File: config.mk
export PLATFORM = sky130hd
export DESIGN_NAME = ip_psram_arbiter
export DESIGN_NICKNAME = d
export VERILOG_FILES = /design/src/rtl/ip_psram_arbiter_pkg.sv /design/src/rtl/ip_psram_arb_slot.sv /design/src/rtl/ip_psram_arbiter.sv
export SDC_FILE = /design/constraint.sdc
export NUM_CORES = 1
export LEC_CHECK = 0
export CAP_MARGIN = 0
export CORE_ASPECT_RATIO = 2
export CORE_UTILIZATION = 51
export CTS_BUF_LIST = sky130_fd_sc_hd__clkbuf_4 sky130_fd_sc_hd__clkbuf_8
export DETAILED_ROUTE_END_ITERATION = 10
export PLACE_DENSITY_LB_ADDON = 0.25
export SYNTH_ARGS = -nofsm -noshare
export SYNTH_HDL_FRONTEND = slang
export SYNTH_SLANG_ARGS = --single-unit
File: constraint.sdc
create_clock -name clk -period 2.6 [get_ports clk]
set_clock_uncertainty 0.2 [all_clocks]
set_input_delay 0.39 -clock clk [delete_from_list [all_inputs] [get_ports clk]]
set_output_delay 0.39 -clock clk [all_outputs]
set_load 0.02 [all_outputs]
File: src/rtl/ip_psram_arbiter_pkg.sv
// ip_psram_arbiter_pkg
//  Shared types and helpers for the PSRAM arbiter. It holds the FSM state codes, the
//  requester port IDs, the operation encoding and the grant selection function.
//  Ports: none (package).
package ip_psram_arbiter_pkg;

   typedef enum logic [1:0] {
      StIdle  = 2'd0,
      StIssue = 2'd1,
      StWait  = 2'd2
   } state_e;

   typedef enum logic {
      Port0 = 1'b0,  // MSX cartridge bus
      Port1 = 1'b1   // loader / DMA
   } port_e;

   typedef enum logic {
      OpRd = 1'b0,
      OpWr = 1'b1
   } op_e;

   localparam int unsigned TimerW = 8;

   // Grant choice among occupied slots. Only called when at least one slot is pending.
   function automatic port_e pick_port(input logic  pend0,
                                       input logic  pend1,
                                       input port_e rr_next,
                                       input logic  fixed_prio);
      if (pend0 && pend1) begin
         return fixed_prio ? Port0 : rr_next;
      end else if (pend1) begin
         return Port1;
      end
      return Port0;
   endfunction

   function automatic port_e other_port(input port_e p);
      return (p == Port0) ? Port1 : Port0;
   endfunction

endpackage

File: src/rtl/ip_psram_arb_slot.sv
// ip_psram_arb_slot
//  One-entry request slot for one requester. It latches a 1-cycle rd/wr pulse with its
//  address and write data, and holds them until the arbiter completes the access.
//  Ports:
//   clk, n_reset         clock, synchronous active-low reset
//   rd, wr               request pulses from the requester
//   address, wdata       sampled together with the pulse
//   clear                completion of this slot's access (from the arbiter)
//   err_clear            clears the sticky overrun flag
//   pending              slot occupied
//   op, slot_address,    captured request
//   slot_wdata
//   overrun              sticky: a pulse was dropped
module ip_psram_arb_slot
   import ip_psram_arbiter_pkg::*;
#(
   parameter int unsigned ADDR_W = 22,
   parameter int unsigned DATA_W = 8
) (
   input  logic              clk,
   input  logic              n_reset,
   input  logic              rd,
   input  logic              wr,
   input  logic [ADDR_W-1:0] address,
   input  logic [DATA_W-1:0] wdata,
   input  logic              clear,
   input  logic              err_clear,
   output logic              pending,
   output op_e               op,
   output logic [ADDR_W-1:0] slot_address,
   output logic [DATA_W-1:0] slot_wdata,
   output logic              overrun
);

   logic pulse;
   logic accept;
   logic drop;

   assign pulse  = rd | wr;
   // A pulse landing in the completion cycle reloads the slot instead of overrunning it.
   assign accept = pulse & (~pending | clear);
   // rd+wr together: the write is kept, the read counts as dropped.
   assign drop   = (pulse & pending & ~clear) | (rd & wr);

   always_ff @(posedge clk) begin
      if (!n_reset) begin
         pending      <= 1'b0;
         op           <= OpRd;
         slot_address <= '0;
         slot_wdata   <= '0;
         overrun      <= 1'b0;
      end else begin
         if (accept) begin
            pending      <= 1'b1;
            op           <= wr ? OpWr : OpRd;
            slot_address <= address;
            slot_wdata   <= wdata;
         end else if (clear) begin
            pending <= 1'b0;
         end

         // Setting wins over a same-cycle clear.
         if (drop) begin
            overrun <= 1'b1;
         end else if (err_clear) begin
            overrun <= 1'b0;
         end
      end
   end

endmodule

File: src/rtl/ip_psram_arbiter.sv
// ip_psram_arbiter
//  Shares the psram0 channel between the MSX cartridge bus (port0) and the loader/DMA
//  (port1). Each port has a one-entry slot; the FSM grants one slot at a time, issues a
//  single rd/wr pulse to the controller, waits for completion or timeout, and routes read
//  data back to the owning port only.
//  Ports:
//   clk, n_reset                 clock, synchronous active-low reset
//   reqN_rd/wr/address/wdata     request pulse and payload (N = 0, 1)
//   reqN_pending                 slot occupied (busy)
//   reqN_rdata, reqN_rdata_en    read return, valid with the pulse
//   reqN_overrun                 sticky: request pulse dropped
//   psram0_rd/wr                 1-cycle command pulses to the controller
//   psram0_address/wdata         held from issue until the next grant
//   psram0_busy                  controller busy
//   psram0_rdata, rdata_en       controller read return
//   timeout_err                  sticky: an access timed out
//   err_clear                    clears all sticky flags
module ip_psram_arbiter
   import ip_psram_arbiter_pkg::*;
#(
   parameter int unsigned ADDR_W     = 22,
   parameter int unsigned DATA_W     = 8,
   parameter int unsigned TIMEOUT    = 255,
   parameter int unsigned FIXED_PRIO = 0
) (
   input  logic              clk,
   input  logic              n_reset,
   input  logic              req0_rd,
   input  logic              req0_wr,
   input  logic [ADDR_W-1:0] req0_address,
   input  logic [DATA_W-1:0] req0_wdata,
   output logic              req0_pending,
   output logic [DATA_W-1:0] req0_rdata,
   output logic              req0_rdata_en,
   output logic              req0_overrun,
   input  logic              req1_rd,
   input  logic              req1_wr,
   input  logic [ADDR_W-1:0] req1_address,
   input  logic [DATA_W-1:0] req1_wdata,
   output logic              req1_pending,
   output logic [DATA_W-1:0] req1_rdata,
   output logic              req1_rdata_en,
   output logic              req1_overrun,
   output logic              psram0_rd,
   output logic              psram0_wr,
   output logic [ADDR_W-1:0] psram0_address,
   output logic [DATA_W-1:0] psram0_wdata,
   input  logic              psram0_busy,
   input  logic [DATA_W-1:0] psram0_rdata,
   input  logic              psram0_rdata_en,
   output logic              timeout_err,
   input  logic              err_clear
);

   localparam logic [TimerW-1:0] TimeoutInit = TimerW'(TIMEOUT);

   op_e               slot0_op;
   op_e               slot1_op;
   logic [ADDR_W-1:0] slot0_address;
   logic [ADDR_W-1:0] slot1_address;
   logic [DATA_W-1:0] slot0_wdata;
   logic [DATA_W-1:0] slot1_wdata;

   state_e            state;
   port_e             owner;
   op_e               owner_op;
   port_e             rr_next;
   logic [TimerW-1:0] timer;

   port_e             grant;
   op_e               grant_op;
   logic [ADDR_W-1:0] grant_address;
   logic [DATA_W-1:0] grant_wdata;
   logic              complete;
   logic              timed_out;
   logic [DATA_W-1:0] ret_data;
   logic              clear0;
   logic              clear1;

   ip_psram_arb_slot #(
      .ADDR_W (ADDR_W),
      .DATA_W (DATA_W)
   ) u_slot0 (
      .clk          (clk),
      .n_reset      (n_reset),
      .rd           (req0_rd),
      .wr           (req0_wr),
      .address      (req0_address),
      .wdata        (req0_wdata),
      .clear        (clear0),
      .err_clear    (err_clear),
      .pending      (req0_pending),
      .op           (slot0_op),
      .slot_address (slot0_address),
      .slot_wdata   (slot0_wdata),
      .overrun      (req0_overrun)
   );

   ip_psram_arb_slot #(
      .ADDR_W (ADDR_W),
      .DATA_W (DATA_W)
   ) u_slot1 (
      .clk          (clk),
      .n_reset      (n_reset),
      .rd           (req1_rd),
      .wr           (req1_wr),
      .address      (req1_address),
      .wdata        (req1_wdata),
      .clear        (clear1),
      .err_clear    (err_clear),
      .pending      (req1_pending),
      .op           (slot1_op),
      .slot_address (slot1_address),
      .slot_wdata   (slot1_wdata),
      .overrun      (req1_overrun)
   );

   // Grant selection and completion detection.
   always_comb begin
      grant = pick_port(req0_pending, req1_pending, rr_next, FIXED_PRIO != 0);
      if (grant == Port0) begin
         grant_op      = slot0_op;
         grant_address = slot0_address;
         grant_wdata   = slot0_wdata;
      end else begin
         grant_op      = slot1_op;
         grant_address = slot1_address;
         grant_wdata   = slot1_wdata;
      end

      complete  = 1'b0;
      timed_out = 1'b0;
      if (state == StWait) begin
         // rdata_en only matters while a read waits; writes finish on the first idle cycle.
         complete = (owner_op == OpWr) ? ~psram0_busy : psram0_rdata_en;
         // The counter would reach zero this cycle: abort.
         if (!complete && (timer == TimerW'(1))) begin
            complete  = 1'b1;
            timed_out = 1'b1;
         end
      end
      ret_data = timed_out ? '1 : psram0_rdata;
   end

   assign clear0 = complete & (owner == Port0);
   assign clear1 = complete & (owner == Port1);

   always_ff @(posedge clk) begin
      if (!n_reset) begin
         state          <= StIdle;
         owner          <= Port0;
         owner_op       <= OpRd;
         rr_next        <= Port0;
         timer          <= '0;
         psram0_rd      <= 1'b0;
         psram0_wr      <= 1'b0;
         psram0_address <= '0;
         psram0_wdata   <= '0;
         req0_rdata     <= '0;
         req0_rdata_en  <= 1'b0;
         req1_rdata     <= '0;
         req1_rdata_en  <= 1'b0;
         timeout_err    <= 1'b0;
      end else begin
         psram0_rd     <= 1'b0;
         psram0_wr     <= 1'b0;
         req0_rdata_en <= 1'b0;
         req1_rdata_en <= 1'b0;

         // A timeout in the same cycle overrides this below.
         if (err_clear) begin
            timeout_err <= 1'b0;
         end

         unique case (state)
            StIdle: begin
               if ((req0_pending || req1_pending) && !psram0_busy) begin
                  owner          <= grant;
                  owner_op       <= grant_op;
                  rr_next        <= other_port(grant);
                  psram0_rd      <= (grant_op == OpRd);
                  psram0_wr      <= (grant_op == OpWr);
                  psram0_address <= grant_address;
                  psram0_wdata   <= grant_wdata;
                  timer          <= TimeoutInit;
                  state          <= StIssue;
               end
            end
            StIssue: begin
               state <= StWait;
            end
            StWait: begin
               timer <= timer - TimerW'(1);
               if (complete) begin
                  state <= StIdle;
                  if (timed_out) begin
                     timeout_err <= 1'b1;
                  end
                  if (owner_op == OpRd) begin
                     if (owner == Port0) begin
                        req0_rdata    <= ret_data;
                        req0_rdata_en <= 1'b1;
                     end else begin
                        req1_rdata    <= ret_data;
                        req1_rdata_en <= 1'b1;
                     end
                  end
               end
            end
            default: begin
               state <= StIdle;
            end
         endcase
      end
   end

endmodule
==> flow_metrics.py, run 1 <==
metrics = {
    "logic_synthesis": {
        "postSynthAreaPerCell_um2": 8.76,
        "synth-edff-count": 0,
        "postSynthNetCount": 696,
        "ys_ff_latch": 130,
        "synthesis.area_um2": 5400,
        "synth.distinct_cells": 39,
        "synth.yosys.warnings": 0,
        "share_of_flip_flops_with_an_asynchronous_set_or_reset_pct": 0,
        "netlist_instances": 617,
        "synth-main-ff-cell": "dfxtp_1",
        "seq_area_frac_synth_pct": 48.2,
    },
    "worst_setup_path": {
        "critPathCaptureType": "flip-flop",
        "rr_startpoint": "timer[2]$_SDFFE_PN0P_",
        "critPathLaunchType": "flip-flop",
        "timing.critical_path.required_ns": 2.75,
        "cp.arrival_ns": 2.44,
        "critical_path_class": "flip-flop to flip-flop",
        "critPathMaxFanout": 30,
        "regToRegSetupSlack_ns": 0.31,
        "rr_worst_depth": 5,
        "setup.worst_path.start": "timer[2]$_SDFFE_PN0P_",
    },
    "timing": {
        "finalMaxSlewViolations": 0,
        "share_of_the_cycle_needed_by_the_critical_path_after_routing_pct": 88.3,
        "worst_hold_slack_ns": 0.227,
        "setup_viol_count_final": 0,
        "timing_worst_slew_pin_value_ns": 0.822,
        "hold_viol": 0,
        "post-route-min-period_ns": 2.29,
        "grt_setup_unrepaired": "false",
        "fmax_mhz": 436,
        "worst_slew_margin_rel_pct": 44.7,
        "setup_tns_ns": 0,
    },
    "routing": {
        "routed-wl-met2_um": 7810,
        "vias": 4941,
        "met3WireLength_um": 579,
        "top_layer_used": "met4",
        "totalWireLength_um": 14300,
        "ant_nets": 0,
        "drc": 0,
        "detailedRoute.firstPassIterationCount": 4,
        "route.detailed.vias_per_inst": 5.60,
        "post_drt_wl_per_cell_um": 16.2,
        "first_iter_violations": 217,
        "detail_route.wirelength.met1_um": 5300,
    },
    "layout": {
        "proportion_of_layout_cells_with_a_drive_suffix_above_1_pct": 7.90,
        "syn2layout_area_growth_pct": 34.4,
        "post_layout_nonfiller_instances": 882,
        "antennaDiodeCount": 0,
        "nFillCells": 816,
        "final-seq-area_um2": 2600,
        "multi_input_area_um2": 2570,
        "final_nets": 813,
    },
    "power": {
        "cellPowerDensity_nw_per_um2": 679,
        "p_leak_uw": 0.00269,
        "power.net_switching_uw": 1320,
        "fin_total_pwr_uw": 4930,
        "power.share.clock_pct": 36.7,
        "power.switching_fraction_pct": 26.8,
        "share_seq_of_total_power_pct": 45.6,
        "comb_power_share_pct": 17.7,
        "peakVddDrop_v": 0.000634,
        "p_int_uw": 3610,
    },
    "clocking": {
        "cts_htree_levels": 4,
        "cts.root.buffer_cell": "clkbuf_8",
        "tritoncts.num_buffers": 17,
        "cts.reportedPaths.clkPinSlew_ns": 0.07,
        "cts_tree": "built",
        "numClockSinks": 130,
        "cts.repair.resized": 0,
        "postCtsHoldBufs": 0,
        "cts_max_path_buffers": 2,
        "post_cts_buffers": 0,
        "clock_insertion_delay_worst_skew_ns": 0.43,
    },
    "floorplan": {
        "initial_core_util_pct": 52.9,
        "core_region_area_um2": 10200,
        "die_w_um": 74.8,
        "io_pins": 132,
        "core.rowCount": 52,
        "dieHeight_um": 148,
        "dieArea_um2": 11000,
    },
    "place": {
        "place.gp.congestion": 0.879,
        "dp.cells": 850,
        "port-buffer-count": 131,
        "detailed_place_hpwl_um": 9810,
    },
    "grt": {
        "antenna_found_initial": 0,
        "grt_pass1_vias": 5029,
        "pin_count_of_the_biggest_net_entering_global_routing": 75,
        "gr-total-overflow": 0,
        "grt_first_pass_wirelength_um": 22900,
        "global_route.usage.total_pct": 27.2,
    },
    "outcome": {
        "outcome": "finished clean",
    },
    "min_path": {
        "hp-class": "input port to flip-flop",
        "min_from": "n_reset",
        "hold-path-cell-count": 3,
    },
    "job": {
        "max-cap-violations": 0,
    },
}
[per-stage QoR]
step | cell area [um2] | worst slack (ns) | util (%)
finish | 7260 | 0.305 | 71.1
global route | 7260 | 0.192 | 71.1
CTS | 7260 | 0.307 | 71.1
detailed placement | 6830 | 0.106 | 66.9
global placement | 6830 | 0.187 | 66.9
floorplan | 5400 | 0.703 | -
[worst paths after layout]
| path | endpoint |
|---|---|
| worst max-delay path | u_slot0.slot_address[11]$_SDFFE_PN0P_ |
| worst min-delay path | u_slot0.slot_address[13]$_SDFFE_PN0P_ |
| worst max register to register | u_slot0.slot_address[11]$_SDFFE_PN0P_ |
| worst min register to register | u_slot0.slot_wdata[0]$_SDFFE_PN0P_ |
[state kept, by name, indices dropped and copies added (netlist names), 2 cells and up]
signal	count
req0_rdata	8
state	2
req1_rdata	8
u_slot0.slot_wdata	8
u_slot1.slot_wdata	8
psram0_wdata	8
psram0_address	22
u_slot1.slot_address	22
u_slot0.slot_address	22
timer	8
[cells in the mapped netlist, drive strengths merged, types with 2 or more instances]
cell type    n  area, um2
o31a         4       35.0
buf         12       88.8
nand2b       2       12.5
ha           2       25.0
nor2b        8       50.1
o22ai        2       12.5
nor2        43        161
a2111oi      4       35.0
dfxtp      130       2600
and2         2       12.5
and3         2       12.5
o21ai        2       10.0
nor3        11       70.1
a21o         2       15.0
a21oi       14       70.1
a31oi       17        106
clkbuf      35        131
nand2      184        691
mux2i       62        621
a311oi      32        280
nor4         7       58.8
inv          7       26.3
a211oi      25        205
[worst max-delay path: stages (launching register included)]
cell	delay, ns
dfxtp_1	0.37
nor4_4	0.44
nand3_2	0.34
a211oi_4	0.33
buf_12	0.26
mux2i_1	0.24
[power groups by stage]
stage	Sequential [uW]	Clock, uW	Combinational, uW
finish	2250	1810	874
global route	2270	1930	946
CTS	2250	1840	878
detailed placement	2290	0	871
global placement	2290	0	843
floorplan	2340	0	453
[cells in the final DEF (no fill, tap or decap), types with 6 or more instances in the layout]
cell type	netlist	routed
mux2i_1	62	62
nor3_1	8	8
a211oi_1	23	23
a311oi_1	32	32
dfxtp_1	130	130
nor2_1	43	43
a21oi_1	14	14
inv_1	6	6
buf_4	4	11
a31oi_1	17	17
nor2b_1	8	8
clkbuf_8	0	20
nand2_1	184	184
clkdlybuf4s50_1	0	130
[metal layers]
metal	GRT usage, %	vias to the layer above
met5	0	-
met4	14.4	0
met3	6.20	45
met2	48.9	163
met1	27.9	2349
li1	-	2384
[area by class of cell]
type / count / area share, %
tap: 135 / 2.33
multi-input combinational: 433 / 35.4
timing repair buffer: 145 / 20.2
inverter: 7 / 0.362
sequential: 130 / 35.8
clock inverter: 9 / 1.77
clock buffer: 23 / 4.10
[cell families after synthesis]
logic type,after synthesis,synth area share (%)
DFF,130,48.2
AOI/OAI and AO/OA,105,14.7
muxes,62,11.5
xor gates and xnor gates,1,0.162
adders and majority gates,2,0.463
buffers and inverters,54,4.56
and+or+nand+nor,263,20.5
Note: power is estimated with default switching activity, not from simulation.
==> inputs of run 2 (changes only) <==
ABC_AREA = 1   (was not set)
CORE_UTILIZATION = 35   (was 51)
GPL_TIMING_DRIVEN = 0   (was not set)
==> run 2 against run 1 <==
Effect of this change:
- global-route usage fell by 5.6 points
- final area fell by 3.0%
- first-iteration DRC count rose by 19%
- core utilization fell by 21 points
- sequential power fell by 2%
- hold slack improved by 0.022 ns
- area after synthesis fell by 6.2%
- largest cell class unchanged
==> flow_metrics.py, run 2 <==
metrics = {
    "layout": {
        "largest_registers": "psram0_address (22), u_slot0.slot_address (22), u_slot1.slot_address (22)",
        "syn2layout_area_growth_pct": 38.9,
        "proportion_of_layout_cells_with_a_drive_suffix_above_1_pct": 9.41,
        "final-seq-area_um2": 2600,
        "nFillCells": 1390,
        "multi_input_area_um2": 2060,
        "post_layout_nonfiller_instances": 997,
        "layout_commonest_cell": "nand2_1",
        "antennaDiodeCount": 0,
        "layout_common_cells": "nand2_1, clkdlybuf4s50_1, dfxtp_1",
        "final_nets": 874,
        "final_core_utilization_pct": 50.1,
    },
    "clocking": {
        "cts.repair.resized": 0,
        "tritoncts.num_buffers": 17,
        "postCtsHoldBufs": 0,
        "cts_max_path_buffers": 2,
        "numClockSinks": 130,
        "post_cts_buffers": 0,
        "cts.reportedPaths.clkPinSlew_ns": 0.07,
        "cts_htree_levels": 4,
        "cts.root.buffer_cell": "clkbuf_8",
        "clock_insertion_delay_worst_skew_ns": 0.44,
        "cts_tree": "built",
    },
    "timing": {
        "post-route-min-period_ns": 2.18,
        "hold_viol": 0,
        "setup_tns_ns": 0,
        "setup_viol_count_final": 0,
        "fmax_mhz": 458,
        "timing_worst_slew_pin_value_ns": 0.604,
        "worst_slew_margin_rel_pct": 59.7,
        "grt_setup_unrepaired": "false",
        "share_of_the_cycle_needed_by_the_critical_path_after_routing_pct": 83.9,
        "finalMaxSlewViolations": 0,
    },
    "power": {
        "p_leak_uw": 0.00260,
        "cellPowerDensity_nw_per_um2": 674,
        "peakVddDrop_v": 0.000413,
    },
    "logic_synthesis": {
        "postSynthAreaPerCell_um2": 7.86,
        "synth_top_cell_by_area": "dfxtp_1",
        "synth-main-ff-cell": "dfxtp_1",
        "synth_largest_type_area_fraction_pct": 51.3,
        "synth.distinct_cells": 31,
        "yosys.cell_count.top_type": "nand2_1",
        "postSynthNetCount": 724,
        "synth-edff-count": 0,
        "ys_ff_latch": 130,
        "netlist_instances": 645,
        "seq_area_frac_synth_pct": 51.3,
        "synth.area.top_cells": "dfxtp_1, nand2_1, a21oi_1",
        "post_synth_most_frequent_cells": "nand2_1, dfxtp_1, a21oi_1, nand3_1, inv_1",
        "share_of_flip_flops_with_an_asynchronous_set_or_reset_pct": 0,
        "synth.yosys.warnings": 0,
        "synthesis.area_um2": 5070,
    },
    "routing": {
        "totalWireLength_um": 15500,
        "vias": 4941,
        "route.detailed.vias_per_inst": 4.96,
        "drc": 0,
        "detailedRoute.firstPassIterationCount": 5,
        "first_iter_violations": 259,
        "post_drt_wl_per_cell_um": 15.6,
        "ant_nets": 0,
    },
    "grt": {
        "grt_first_pass_wirelength_um": 24100,
        "antenna_found_initial": 0,
        "gr-total-overflow": 0,
        "global_route.usage.total_pct": 21.6,
        "grt_pass1_vias": 4959,
        "pin_count_of_the_biggest_net_entering_global_routing": 17,
    },
    "floorplan": {
        "die_w_um": 87.1,
        "initial_core_util_pct": 36.1,
        "core.rowCount": 61,
        "dieHeight_um": 172,
        "core_region_area_um2": 14000,
        "io_pins": 132,
        "dieArea_um2": 15000,
    },
    "worst_setup_path": {
        "crit_chain": "clkdlybuf4s50_1",
        "critPathSlowestCell": "clkdlybuf4s50_1",
        "critPathCaptureType": "output pin",
        "worst_path_buffer_plus_inverter_count": 1,
        "max_stage_delay_ns": 0.71,
        "critPathLaunchType": "flip-flop",
        "timing.critical_path.required_ns": 2.01,
        "critical-path-top-delay-family": "buffers and inverters",
        "cp.arrival_ns": 1.59,
        "critical_path_class": "flip-flop to output pin",
        "critPathMaxFanout": 5,
    },
    "job": {
        "max-cap-violations": 0,
    },
    "place": {
        "port-buffer-count": 131,
        "dp.cells": 965,
        "place.gp.congestion": 0.840,
        "detailed_place_hpwl_um": 11900,
    },
    "min_path": {
        "hp-class": "flip-flop to flip-flop",
    },
    "outcome": {
        "outcome": "finished clean",
    },
}
## run 2: changes by cell type after synthesis, sizes merged, moves of 13 or more
cell | previous run | this run
nor2 | 43 | 19
a31oi | 17 | 31
inv | 7 | 41
clkbuf | 35 | 20
a211oi | 25 | 4
buf | 12 | 25
o21ai | 2 | 21
nand3 | 1 | 67
a21oi | 14 | 86
a311oi | 32 | 0
mux2i | 62 | 0
## run 2: worst paths after layout
path	startpoint	end	slack, ns	cells after the start
worst max register to register	timer[1]$_SDFFE_PN0P_	u_slot0.slot_address[2]$_SDFFE_PN0P_	0.59	10
worst max-delay path	u_slot0.pending$_SDFFE_PN0P_	req0_pending	0.42	1
worst min register to register	req1_rdata[6]$_SDFFE_PN0P_	req1_rdata[6]$_SDFFE_PN0P_	0.25	2
worst min-delay path	req1_rdata[6]$_SDFFE_PN0P_	req1_rdata[6]$_SDFFE_PN0P_	0.25	2
## run 2: report_power, final
part / internal, uW / total, uW / switching, uW
clock network: 1050 / 1830 / 772
registers: 2120 / 2200 / 80.6
logic: 321 / 725 / 404
## run 2: cells by family (layout without fill, tap and decap cells)
family | count (synthesis) | count (layout) | share of synthesized area (%)
AND/OR/NAND/NOR | 280 | 280 | 24.1
flip-flops | 130 | 130 | 51.3
AO/OA/AOI/OAI | 147 | 147 | 16.0
buffers and inverters | 86 | 249 | 8.00
adder cells (fa/ha/maj) | 2 | 2 | 0.494
## run 2: layout make-up
cell class / count / share of cell area (%)
Sequential cell: 130 / 37.0
Tap cell: 189 / 3.36
Buffer: 45 / 3.57
Multi-Input combinational cell: 429 / 29.3
Inverter: 41 / 2.19
Clock inverter: 8 / 1.79
Clock buffer: 24 / 4.25
Timing Repair Buffer: 131 / 18.6
## run 2: tightest hold or removal path: cells and delay by family (launching register included)
family                 cells  cell delay (ns)
AOI/OAI and AO/OA          1             0.05
buffers and inverters      1             0.05
DFF                        1             0.31
## run 2: layer usage
metal	track usage (%)	vias up	part of all wire (%)	routed length (um)
met1	20.5	2287	35	5480
met4	10.8	0	3.8	588
met2	42.1	176	56	8710
met5	0	-	0	0
met3	4.87	37	4.9	759
li1	-	2441	-	-
## run 2: metrics by stage
| stage | total power, uW | hold WS, ns | instance area [um2] | setup slack (ns) |
|---|---|---|---|---|
| CTS | 4780 | 0.249 | 7040 | 0.404 |
| global route | 4950 | 0.273 | 7040 | 0.375 |
| detailed placement | 2960 | 0.237 | 6620 | 0.160 |
| floorplan | 2640 | 0.234 | 5070 | 0.882 |
| global placement | 2950 | 0.231 | 6620 | 0.240 |
| finish | 4750 | 0.249 | 7040 | 0.418 |
==> inputs of run 3 (changes only) <==
clock period = 1.9 ns   (was 2.6 ns; I/O delays follow)
==> run 3 against run 2 <==
Effect of this change:
- die area is the same
- register-to-register slack lost 0.64 ns
- flip-flop and latch count is the same
- routed wire length grew 8.3%
- setup slack lost 0.47 ns
- combinational power grew 70%
- the run now ends with setup timing left
- cell count grew 1.4%
- largest cell class unchanged
==> flow_metrics.py, run 3 (synthesis results as in run 2) <==
metrics = {
    "worst_setup_path": {
        "critPathSlowestCell": "clkdlybuf4s50_1",
        "rr_worst_depth": 10,
        "critical-path-top-delay-family": "buffers and inverters",
        "timing.critical_path.required_ns": 2.08,
        "crit_chain": "clkdlybuf4s50_1, or2_2, clkbuf_1, clkbuf_1, nand3_1, a21oi_2",
        "worst_path_buffer_plus_inverter_count": 3,
        "cp.arrival_ns": 2.13,
        "critPathMaxFanout": 10,
        "critPathLaunchType": "input port",
        "regToRegEndpoint": "u_slot0.slot_address[20]$_SDFFE_PN0P_",
        "worst_path_most_repeated_cell": "clkbuf_1",
        "regToRegSetupSlack_ns": -0.05,
        "max_stage_delay_ns": 0.53,
        "rr_startpoint": "timer[1]$_SDFFE_PN0P_",
        "critPathCaptureType": "flip-flop",
        "critical_path_class": "input port to flip-flop",
    },
    "routing": {
        "detailedRoute.firstPassIterationCount": 8,
        "vias": 5110,
        "ant_nets": 0,
        "totalWireLength_um": 16800,
        "drc": 0,
        "first_iter_violations": 254,
        "route.detailed.vias_per_inst": 5.05,
        "post_drt_wl_per_cell_um": 16.6,
    },
    "floorplan": {
        "dieArea_um2": 15000,
        "initial_core_util_pct": 36.1,
        "io_pins": 132,
        "dieHeight_um": 172,
        "die_w_um": 87.1,
        "core_region_area_um2": 14000,
        "core.rowCount": 61,
    },
    "power": {
        "cellPowerDensity_nw_per_um2": 873,
        "p_leak_uw": 0.00348,
        "peakVddDrop_v": 0.000566,
        "fin_total_pwr_uw": 6780,
    },
    "outcome": {
        "outcome": "complete, but fails checks",
        "failed_checks": "setup timing",
    },
    "clocking": {
        "cts.reportedPaths.clkPinSlew_ns": 0.08,
        "cts.root.buffer_cell": "clkbuf_8",
        "postCtsHoldBufs": 0,
        "cts_max_path_buffers": 2,
        "numClockSinks": 130,
        "tritoncts.num_buffers": 17,
        "cts_tree": "built",
        "cts_htree_levels": 4,
        "clock_insertion_delay_worst_skew_ns": 0.44,
    },
    "grt": {
        "antenna_found_initial": 0,
        "grt_pass1_vias": 4958,
        "global_route.usage.total_pct": 21.6,
        "pin_count_of_the_biggest_net_entering_global_routing": 17,
        "grt_first_pass_wirelength_um": 24100,
        "global_route.peak_usage_layer": "met2",
        "gr-total-overflow": 0,
        "met3_usage_pct": 4.87,
        "grt_util_met2_pct": 42.3,
        "met1_usage_pct": 20.4,
    },
    "timing": {
        "finalMaxSlewViolations": 0,
        "worst_slack_ns": -0.0519,
        "fmax_mhz": 512,
        "post-route-min-period_ns": 1.95,
        "worst_slew_margin_rel_pct": 48.4,
        "timing_worst_slew_pin_value_ns": 0.775,
        "setup_viol_count_final": 27,
        "hold_viol": 0,
        "share_of_the_cycle_needed_by_the_critical_path_after_routing_pct": 103,
        "grt_setup_unrepaired": "true",
    },
    "layout": {
        "area_of_all_placed_cells_without_fillers_um2": 7770,
        "largest_registers": "psram0_address (22), u_slot0.slot_address (22), u_slot1.slot_address (22)",
        "proportion_of_layout_cells_with_a_drive_suffix_above_1_pct": 22.9,
        "layout_common_cells": "nand2_1, dfxtp_1, clkdlybuf4s50_1",
        "final_nets": 888,
        "syn2layout_area_growth_pct": 53.3,
        "antennaDiodeCount": 0,
        "layout_commonest_cell": "nand2_1",
    },
    "min_path": {
        "hold-path-cell-count": 3,
        "worstHoldEndpoint": "u_slot0.slot_address[17]$_SDFFE_PN0P_",
        "hp-class": "input port to flip-flop",
        "min_from": "req0_address[17]",
    },
    "job": {
        "max-cap-violations": 0,
    },
    "place": {
        "port-buffer-count": 131,
        "placed_cell_areas_um2": 6620,
        "detailed_place_hpwl_um": 11900,
        "place.gp.congestion": 0.840,
    },
}
==> run 3: stage by stage <==
step                hold WS [ns]  cells  util, %  setup TNS (ns)  worst slack (ns)
floorplan                  0.232    645        -               0             0.182
global placement           0.231    965     47.1          -29.82            -0.355
detailed placement         0.237    965     47.1          -33.01            -0.435
CTS                        0.200   1000     50.5         -0.0143           -0.0143
global route               0.216   1011     55.3           -4.60            -0.114
finish                     0.220   1011     55.3          -0.575           -0.0519
==> run 3: worst max path at each step <==
stage	start	endpoint	slack, ns	cells past startpoint
4_1_cts	timer[1]$_SDFFE_PN0P_	req1_rdata[4]$_SDFFE_PN0P_	-0.01	8
3_5_place_dp	n_reset	u_slot1.slot_address[3]$_SDFFE_PN0P_	-0.43	5
2_1_floorplan	timer[1]$_SDFFE_PN0P_	u_slot0.slot_address[18]$_SDFFE_PN0P_	0.18	10
6_report	req0_rd	u_slot0.slot_address[12]$_SDFFE_PN0P_	-0.05	6
5_1_grt	timer[1]$_SDFFE_PN0P_	u_slot0.slot_address[20]$_SDFFE_PN0P_	-0.11	10
3_3_place_gp	n_reset	u_slot1.slot_address[3]$_SDFFE_PN0P_	-0.36	5
==> run 3: layer usage <==
layer  vias up  wire [um]
met4         0        729
met3        54        824
li1       2475          -
met5         -          0
met1      2378       5650
met2       203       9620
==> run 3: power by group <==
group / switching (uW) / internal, uW / total [uW]
registers: 139 / 2900 / 3040
clock network: 1070 / 1440 / 2510
logic: 670 / 561 / 1230
total: 1880 / 4910 / 6780
==> run 3: worst register-to-register path, stage by stage (launching register included) <==
cell and delay [ns]:
dfxtp_2 0.33, inv_2 0.07, ha_4 0.13, nand2_4 0.06, o21ai_4 0.27, nand3_2 0.15
nand2_4 0.16, nand2_8 0.12, clkbuf_16 0.20, nand2_2 0.07, a21oi_2 0.05
==> run 3: repair_timing <==
item / 4_1_cts / 5_1_grt
endpoints found under the setup margin: 91 / 136
cloned: 0 / 5
buffers inserted: 3 / 6
pin swaps: 6 / 9
resized for setup: 38 / 162
==> run 3: final cells by class <==
cell class | count | area (um2)
Timing Repair Buffer | 145 | 1540
Buffer | 45 | 324
Fill cell | 1328 | 6270
Tap cell | 189 | 236
Multi-Input combinational cell | 429 | 2480
Clock inverter | 8 | 126
Sequential cell | 130 | 2610
Inverter | 41 | 154
Clock buffer | 24 | 299
